--- config.mk ---
export PLATFORM = sky130hd
export DESIGN_NAME = i2c_fifo_sched
export DESIGN_NICKNAME = d
export VERILOG_FILES = /design/src/rtl/i2c_pkg.sv /design/src/rtl/i2c_rr_arb2.sv /design/src/rtl/i2c_fifo_sched.sv
export SDC_FILE = /design/constraint.sdc
export NUM_CORES = 1
export LEC_CHECK = 0
export ABC_CLOCK_PERIOD_IN_PS = 2800
export BUFFER_PORTS_ARGS = -buffer_cell sky130_fd_sc_hd__buf_4
export CAP_MARGIN = 40
export CORE_UTILIZATION = 50
export CTS_BUF_LIST = sky130_fd_sc_hd__clkbuf_4 sky130_fd_sc_hd__clkbuf_8
export DETAILED_ROUTE_END_ITERATION = 12
export PLACE_DENSITY_LB_ADDON = 0.12
export SETUP_SLACK_MARGIN = 0.05
export SYNTH_ARGS = -nofsm -noshare
export SYNTH_HDL_FRONTEND = slang
export SYNTH_HIERARCHICAL = 1
export SYNTH_SLANG_ARGS = --single-unit
--- constraint.sdc ---
create_clock -name clk -period 2.8 [get_ports clk]
set_input_delay 0.56 -clock clk [delete_from_list [all_inputs] [get_ports clk]]
set_output_delay 0.56 -clock clk [all_outputs]
set_load 0.05 [all_outputs]
--- src/rtl/i2c_pkg.sv ---
// Shared constants and FSM state types for the I2C FIFO scheduler.
package i2c_pkg;
    localparam int ADDR_W = 7;
    localparam int DATA_W = 8;
    localparam int WORD_W = ADDR_W + DATA_W;
    localparam int CNT_W  = $clog2(WORD_W);

    typedef enum logic {
        W_IDLE,
        W_SHIFT
    } wstate_t;

    typedef enum logic [1:0] {
        R_IDLE,
        R_SHIFT,
        R_WAIT
    } rstate_t;
endpackage

--- src/rtl/i2c_rr_arb2.sv ---
// Two-way round-robin arbiter: the requester granted last loses the next tie.
module i2c_rr_arb2 (
    input  logic clk,
    input  logic rst_n,
    input  logic i_req0,
    input  logic i_req1,
    input  logic i_advance,
    output logic o_pick1
);
    // Set when requester 1 holds priority; reset favours requester 0.
    logic r_ptr;

    assign o_pick1 = i_req1 & (~i_req0 | r_ptr);

    always_ff @(posedge clk or negedge rst_n) begin
        if (!rst_n) begin
            r_ptr <= 1'b0;
        end else if (i_advance) begin
            r_ptr <= ~o_pick1;
        end
    end
endmodule

--- src/rtl/i2c_fifo_sched.sv ---
// Shares the serial I2C transmit FIFO between two requesters: serializes granted
// words into the FIFO, tracks committed words and paces read-out to the master.
module i2c_fifo_sched
    import i2c_pkg::*;
#(
    parameter int DEPTH = 8
) (
    input  logic                       clk,
    input  logic                       rst,
    input  logic                       req0,
    input  logic                       req1,
    input  logic [ADDR_W-1:0]          addr0,
    input  logic [ADDR_W-1:0]          addr1,
    input  logic [DATA_W-1:0]          data0,
    input  logic [DATA_W-1:0]          data1,
    output logic                       gnt0,
    output logic                       gnt1,
    output logic                       fifo_wr_en,
    output logic                       fifo_din,
    output logic                       fifo_rd_en,
    input  logic                       m_ready,
    output logic                       m_start,
    input  logic                       m_done,
    output logic [$clog2(DEPTH+1)-1:0] level,
    output logic                       busy
);
    localparam int                 LVL_W    = $clog2(DEPTH + 1);
    localparam logic [CNT_W-1:0]   LAST_BIT = CNT_W'(WORD_W - 1);
    localparam logic [LVL_W-1:0]   FULL_LVL = LVL_W'(DEPTH);

    wstate_t             r_wstate;
    rstate_t             r_rstate;
    logic [WORD_W-1:0]   r_shreg;
    logic [CNT_W-1:0]    r_wcnt;
    logic [CNT_W-1:0]    r_rcnt;
    logic [LVL_W-1:0]    r_level;
    logic                r_gnt0;
    logic                r_gnt1;
    logic                r_wr_en;
    logic                r_rd_en;
    logic                r_m_start;

    logic                w_grant;
    logic                w_pick1;
    logic                w_wr_done;
    logic                w_rd_done;

    // Only committed words count, so an idle writer with room may always start.
    assign w_grant   = (r_wstate == W_IDLE) && (req0 || req1) && (r_level < FULL_LVL);
    assign w_wr_done = (r_wstate == W_SHIFT) && (r_wcnt == LAST_BIT);
    assign w_rd_done = (r_rstate == R_SHIFT) && (r_rcnt == LAST_BIT);

    i2c_rr_arb2 u_arb (
        .clk       (clk),
        .rst_n     (rst),
        .i_req0    (req0),
        .i_req1    (req1),
        .i_advance (w_grant),
        .o_pick1   (w_pick1)
    );

    always_ff @(posedge clk or negedge rst) begin
        if (!rst) begin
            r_wstate <= W_IDLE;
            r_shreg  <= '0;
            r_wcnt   <= '0;
            r_gnt0   <= 1'b0;
            r_gnt1   <= 1'b0;
            r_wr_en  <= 1'b0;
        end else begin
            r_gnt0 <= 1'b0;
            r_gnt1 <= 1'b0;
            case (r_wstate)
                W_IDLE: begin
                    if (w_grant) begin
                        r_wstate <= W_SHIFT;
                        r_wr_en  <= 1'b1;
                        r_wcnt   <= '0;
                        r_gnt0   <= ~w_pick1;
                        r_gnt1   <= w_pick1;
                        r_shreg  <= w_pick1 ? {addr1, data1} : {addr0, data0};
                    end
                end
                W_SHIFT: begin
                    // Clearing on the last bit keeps fifo_din low between words.
                    if (r_wcnt == LAST_BIT) begin
                        r_wstate <= W_IDLE;
                        r_wr_en  <= 1'b0;
                        r_shreg  <= '0;
                    end else begin
                        r_wcnt  <= r_wcnt + 1'b1;
                        r_shreg <= {r_shreg[WORD_W-2:0], 1'b0};
                    end
                end
                default: r_wstate <= W_IDLE;
            endcase
        end
    end

    always_ff @(posedge clk or negedge rst) begin
        if (!rst) begin
            r_rstate  <= R_IDLE;
            r_rcnt    <= '0;
            r_rd_en   <= 1'b0;
            r_m_start <= 1'b0;
        end else begin
            r_m_start <= 1'b0;
            case (r_rstate)
                R_IDLE: begin
                    if ((r_level != '0) && m_ready) begin
                        r_rstate  <= R_SHIFT;
                        r_rcnt    <= '0;
                        r_rd_en   <= 1'b1;
                        r_m_start <= 1'b1;
                    end
                end
                R_SHIFT: begin
                    if (r_rcnt == LAST_BIT) begin
                        r_rstate <= R_WAIT;
                        r_rd_en  <= 1'b0;
                    end else begin
                        r_rcnt <= r_rcnt + 1'b1;
                    end
                end
                R_WAIT: begin
                    if (m_done) begin
                        r_rstate <= R_IDLE;
                    end
                end
                default: r_rstate <= R_IDLE;
            endcase
        end
    end

    always_ff @(posedge clk or negedge rst) begin
        if (!rst) begin
            r_level <= '0;
        end else begin
            case ({w_wr_done, w_rd_done})
                2'b10:   r_level <= r_level + 1'b1;
                2'b01:   r_level <= r_level - 1'b1;
                default: r_level <= r_level;
            endcase
        end
    end

    assign gnt0       = r_gnt0;
    assign gnt1       = r_gnt1;
    assign fifo_wr_en = r_wr_en;
    assign fifo_din   = r_shreg[WORD_W-1];
    assign fifo_rd_en = r_rd_en;
    assign m_start    = r_m_start;
    assign level      = r_level;
    assign busy       = (r_wstate != W_IDLE) || (r_rstate != R_IDLE);
endmodule

==> flow_summary.ini, run 1 <==
[drt]
ant_nets = 0
drt_pass1_iterations = 4
drc = 0
wl_per_cell_um = 12.15
drtIter0Drc = 41
vias = 1551
viasPerCell = 5.222
routed_wl_mm = 3.608

[logic_synthesis]
synth_most_common_cell = nor2_1
ys.flop_type = dfrtp_1
avgSynthCellArea_um2 = 9.421
synth_cells = 204
yosys_warnings = 6
synth.top_cell.area_share = 0.4688
synth-async-reset-ratio = 1.000
ys_ff_latch = 36
ys_seq_area_frac = 0.4688
ys_types = 38
yosys.area.top_type = dfrtp_1
synthTopCellsByArea = dfrtp_1, a21oi_1, mux2i_1, nor2_1, ha_1
syn_nets = 247
synth_common_cells = nor2_1, dfrtp_1, a21oi_1, mux2i_1
synth-edff-count = 0
syn_area_um2 = 1922

[sta]
finalHoldViolations = 0
post-route-period-util = 0.8823
slew_headroom = 0.6628
setup_viol = 0
fmax_mhz = 404.8
period_needed_ns = 2.470
setup_tns_ns = 0
tightest_slew_ns = 0.5004
skew_ns = 0.004918
drv_slew = 0
fin_ws_ns = 0.3297
rsz0062_at_grt = no

[clocking]
h-tree-depth = 2
cts_hold_buffers = 0
cts-root-buf = clkbuf_8
clock_latency_ns = 0.29
cts_setup_buffers = 0
numClockSinks = 36
cts_tree = done
cts_resized = 0
path_clk_slew_ns = 0.07
clk_path_buf_depth = 2
cts_buffers = 5

[worst_setup_path]
cp.required_ns = 2.97
critPathBufInv = 1
r2r_start = r_rcnt[0]
critical_path.cell_chain = inv_1, ha_1, nand3_1, nor3_1, ha_1, xor2_1, ha_1, a21oi_1, xor2_1, nor2_1, xor2_1
worstPathMaxFanout = 7
cp-end-kind = flip-flop
max_stage_delay_ns = 0.41
r2r-end = level[2]
critPathKind = flip-flop to flip-flop
worst_r2r_path_depth = 11
path_delay_family = adder cells
crit_path_top_delay_cell = dfrtp_1
rrSetupSlack_ns = 0.33
start_kind = flip-flop
worstPathArrival_ns = 2.64

[hold_path]
hp-class = primary input to async pin

[die]
core_um2 = 3661
die_y_um = 64.00
pin_count = 47
initial_core_util = 0.5249
rows = 22
dieArea_um2 = 4095
die_x_um = 64.00

[pwr]
pwr_density_cell_nw_per_um2 = 913.4
p_leak_nw = 1.203
irDropWorstVdd_uv = 552.7

[place]
dp_hpwl_mm = 2.518
place_ws_ns = 0.3782
place_inst = 289
io_buffers = 46
placed_cell_area_um2 = 2292
gp_congestion = 0.8306

[cells_and_area]
insertedDiodeCount = 0
utilization = 0.6528
syn2layout_area_growth_pct = 24.35
fin_nets = 291
fillers = 323
layout-drive-gt1-share = 0.2570
layout.cells.non_filler = 297
stdcell_area_um2 = 2390

[job]
cap_violations = 0

[global_routing]
grt_max_degree = 37
grt_usage = 0.1986
antenna_found_initial = 0
grt_remaining_overflow = 0
grt_pass1_vias = 1390
grt_pass1_wl_mm = 6.092

[run_status]
outcome = finished clean
## layer usage
metal,up-vias,global-route usage,wire (µm),part of all wire
met5,-,0,0,0
met4,0,0.07670,21,0.0058
met3,2,0.06607,196,0.054
met2,32,0.3271,1749,0.48
met1,730,0.2392,1640,0.45
li1,787,-,-,-
## flip-flops by register name, indices dropped and copies added, names as in the netlist
signal and count:
level 4, gnt0 1, r_wstate 1, r_wcnt 4, r_rcnt 4, r_rstate 2, m_start 1, u_arb/r_ptr 1
gnt1 1, fifo_wr_en 1, r_shreg 15, fifo_rd_en 1
## through the flow
stage,power (mW),hold WS [ns]
5_1_grt,2.362,0.2399
2_1_floorplan,1.566,0.2644
6_report,2.183,0.2169
3_3_place_gp,1.782,0.4727
3_5_place_dp,1.802,0.4811
4_1_cts,2.208,0.2224
## layout make-up
class                   count  area (µm²)  area share
repair buffers             48       367.9      0.1539
flip-flops and latches     36       900.9      0.3770
multi-input cells         151       940.9      0.3937
inverters                   6       22.52    0.009424
clock buffers               8       97.59     0.04084
well taps                  48       60.06     0.02513
## placed cells by master, fill, tap and decap left out, drive strengths merged, types with 2 or more instances in the layout
| cell | count |
|---|---|
| inv | 6 |
| and2 | 3 |
| mux2i | 16 |
| nand3 | 6 |
| a22o | 2 |
| a21oi | 32 |
| nand2b | 3 |
| ha | 7 |
| or2 | 2 |
| nor2 | 39 |
| nor3 | 4 |
| clkbuf | 8 |
| xor2 | 6 |
| dfrtp | 36 |
| nand2 | 7 |
| o21ai | 7 |
| buf | 48 |
## power by group
part           switching [mW]  internal, mW  total [mW]
registers               0.167         0.725       0.892
clock network           0.174         0.220       0.394
logic                   0.512         0.385       0.897
## how the worst max path moves through the flow
stage                          from        to  cells past startpoint
after floorplan           r_rcnt[0]  level[2]                     11
after global placement    r_rcnt[0]  level[2]                     11
after detailed placement  r_rcnt[0]  level[2]                     11
after CTS                 r_rcnt[0]  level[2]                     11
after global routing      r_rcnt[0]  level[2]                     11
final                     r_rcnt[0]  level[2]                     11
## cells by family (layout without fill, tap and decap cells)
group / after synthesis / count (layout) / share of synthesized area
DFF: 36 / 36 / 0.4687
AOI/OAI and AO/OA: 48 / 48 / 0.1426
buffers and inverters: 17 / 62 / 0.04166
adders and majority gates: 7 / 7 / 0.04557
and+or+nand+nor: 72 / 72 / 0.1803
muxes: 17 / 17 / 0.08919
xor gates and xnor gates: 7 / 7 / 0.03190
Note: power is estimated with default switching activity, not from simulation.
==> inputs of run 2 (changes only) <==
ABC_CLOCK_PERIOD_IN_PS = 2700   (was 2800)
clock period = 2.7 ns   (was 2.8 ns; I/O delays follow)
==> flow_summary.ini, run 2 (synthesized netlist as in run 1, its figures left out) <==
[die]
rows = 22
core_um2 = 3661
pin_count = 47
die_x_um = 64.00
dieArea_um2 = 4095
die_y_um = 64.00
initial_core_util = 0.5249

[cells_and_area]
largest_reg_flops = 15
final_common_cell = buf_4
fin_nets = 293
final_cell_mix = buf_4, nor2_1, dfrtp_1
layout-drive-gt1-share = 0.2629
insertedDiodeCount = 0
largest-register = r_shreg
syn2layout_area_growth_pct = 25.85
layout.cells.non_filler = 299

[global_routing]
antenna_found_initial = 0
grt_usage = 0.2039
grt_remaining_overflow = 0
grt_pass1_vias = 1460
grt_max_degree = 37
grt_pass1_wl_mm = 6.389

[drt]
routed_wl_mm = 3.680
drtIter0Drc = 60
viasPerCell = 5.251
drt_pass1_iterations = 4
drc = 0
vias = 1570
wl_per_cell_um = 12.31
ant_nets = 0

[clocking]
path_clk_slew_ns = 0.07
numClockSinks = 36
cts_hold_buffers = 0
cts_setup_buffers = 0
clk_path_buf_depth = 2
clock_latency_ns = 0.29
cts-root-buf = clkbuf_8
cts_buffers = 5
h-tree-depth = 2
cts_resized = 0
cts_tree = done

[sta]
rsz0062_at_grt = no
skew_ns = 0.007594
slew_headroom = 0.6449
post-route-period-util = 0.8642
fmax_mhz = 428.6
period_needed_ns = 2.333
setup_tns_ns = 0
drv_slew = 0
tightest_slew_ns = 0.5269
finalHoldViolations = 0
setup_viol = 0

[place]
io_buffers = 46
place_inst = 291
gp_congestion = 0.8494
dp_hpwl_mm = 2.610

[run_status]
outcome = finished clean

[job]
cap_violations = 0

[pwr]
p_leak_nw = 1.219
pwr_density_cell_nw_per_um2 = 964.6
irDropWorstVdd_uv = 598.0

[worst_setup_path]
critPathKind = flip-flop to flip-flop
worstPathMaxFanout = 5
cp.required_ns = 2.87
cp-end-kind = flip-flop
start_kind = flip-flop
worstPathArrival_ns = 2.50

[hold_path]
hp-class = primary input to async pin
## run 2: area by class of cell
cell class,count,area [µm²]
clock buffers,6,76.32
inverters,6,22.52
repair buffers,50,382.9
well taps,48,60.06
multi-input cells,151,940.9
clock inverters,2,35.03
flip-flops and latches,36,900.9
fillers,320,1242
## run 2: critical path, stage by stage (launching register included)
cell and delay (ns):
dfrtp_1 0.41, inv_1 0.12, ha_1 0.17, nand3_1 0.09
nor3_1 0.30, ha_1 0.33, xor2_1 0.10, ha_1 0.18
a21oi_1 0.14, xor2_1 0.16, nor2_1 0.06, xor2_1 0.14
## run 2: path summary, 6_finish.rpt
path,from,cells past startpoint,slack [ns],endpoint
max,r_rcnt[0],11,0.37,level[2]
min,rst,1,0.20,r_shreg[2]
min in group clk,req1,2,0.45,u_arb/r_ptr
min reg2reg,fifo_wr_en,2,0.51,fifo_wr_en
max in group asynchronous,rst,1,2.19,r_shreg[5]
max reg2reg,r_rcnt[0],11,0.37,level[2]
## run 2: report_power, final
part | internal (mW) | total, mW | switching (mW)
clock network | 0.284 | 0.470 | 0.186
logic | 0.402 | 0.935 | 0.533
registers | 0.751 | 0.928 | 0.176
## run 2: metrics by stage
step | setup WS [ns] | hold WS, ns | instance area [µm²] | util | power [mW]
after global routing | 0.1470 | 0.2242 | 2419 | 0.6606 | 2.518
after floorplan | 0.4464 | 0.2444 | 1922 | - | 1.624
after global placement | 0.4781 | 0.4924 | 2292 | 0.6261 | 1.847
after detailed placement | 0.3540 | 0.4913 | 2307 | 0.6302 | 1.881
final | 0.3667 | 0.1959 | 2419 | 0.6606 | 2.333
after CTS | 0.3600 | 0.2025 | 2419 | 0.6606 | 2.358
## run 2: layer usage
layer | part of all wire | track usage | vias to the layer above
li1 | - | - | 795
met1 | 0.46 | 0.2445 | 729
met2 | 0.47 | 0.3404 | 41
met3 | 0.057 | 0.05714 | 5
met4 | 0.014 | 0.08807 | 0
met5 | 0 | 0 | -
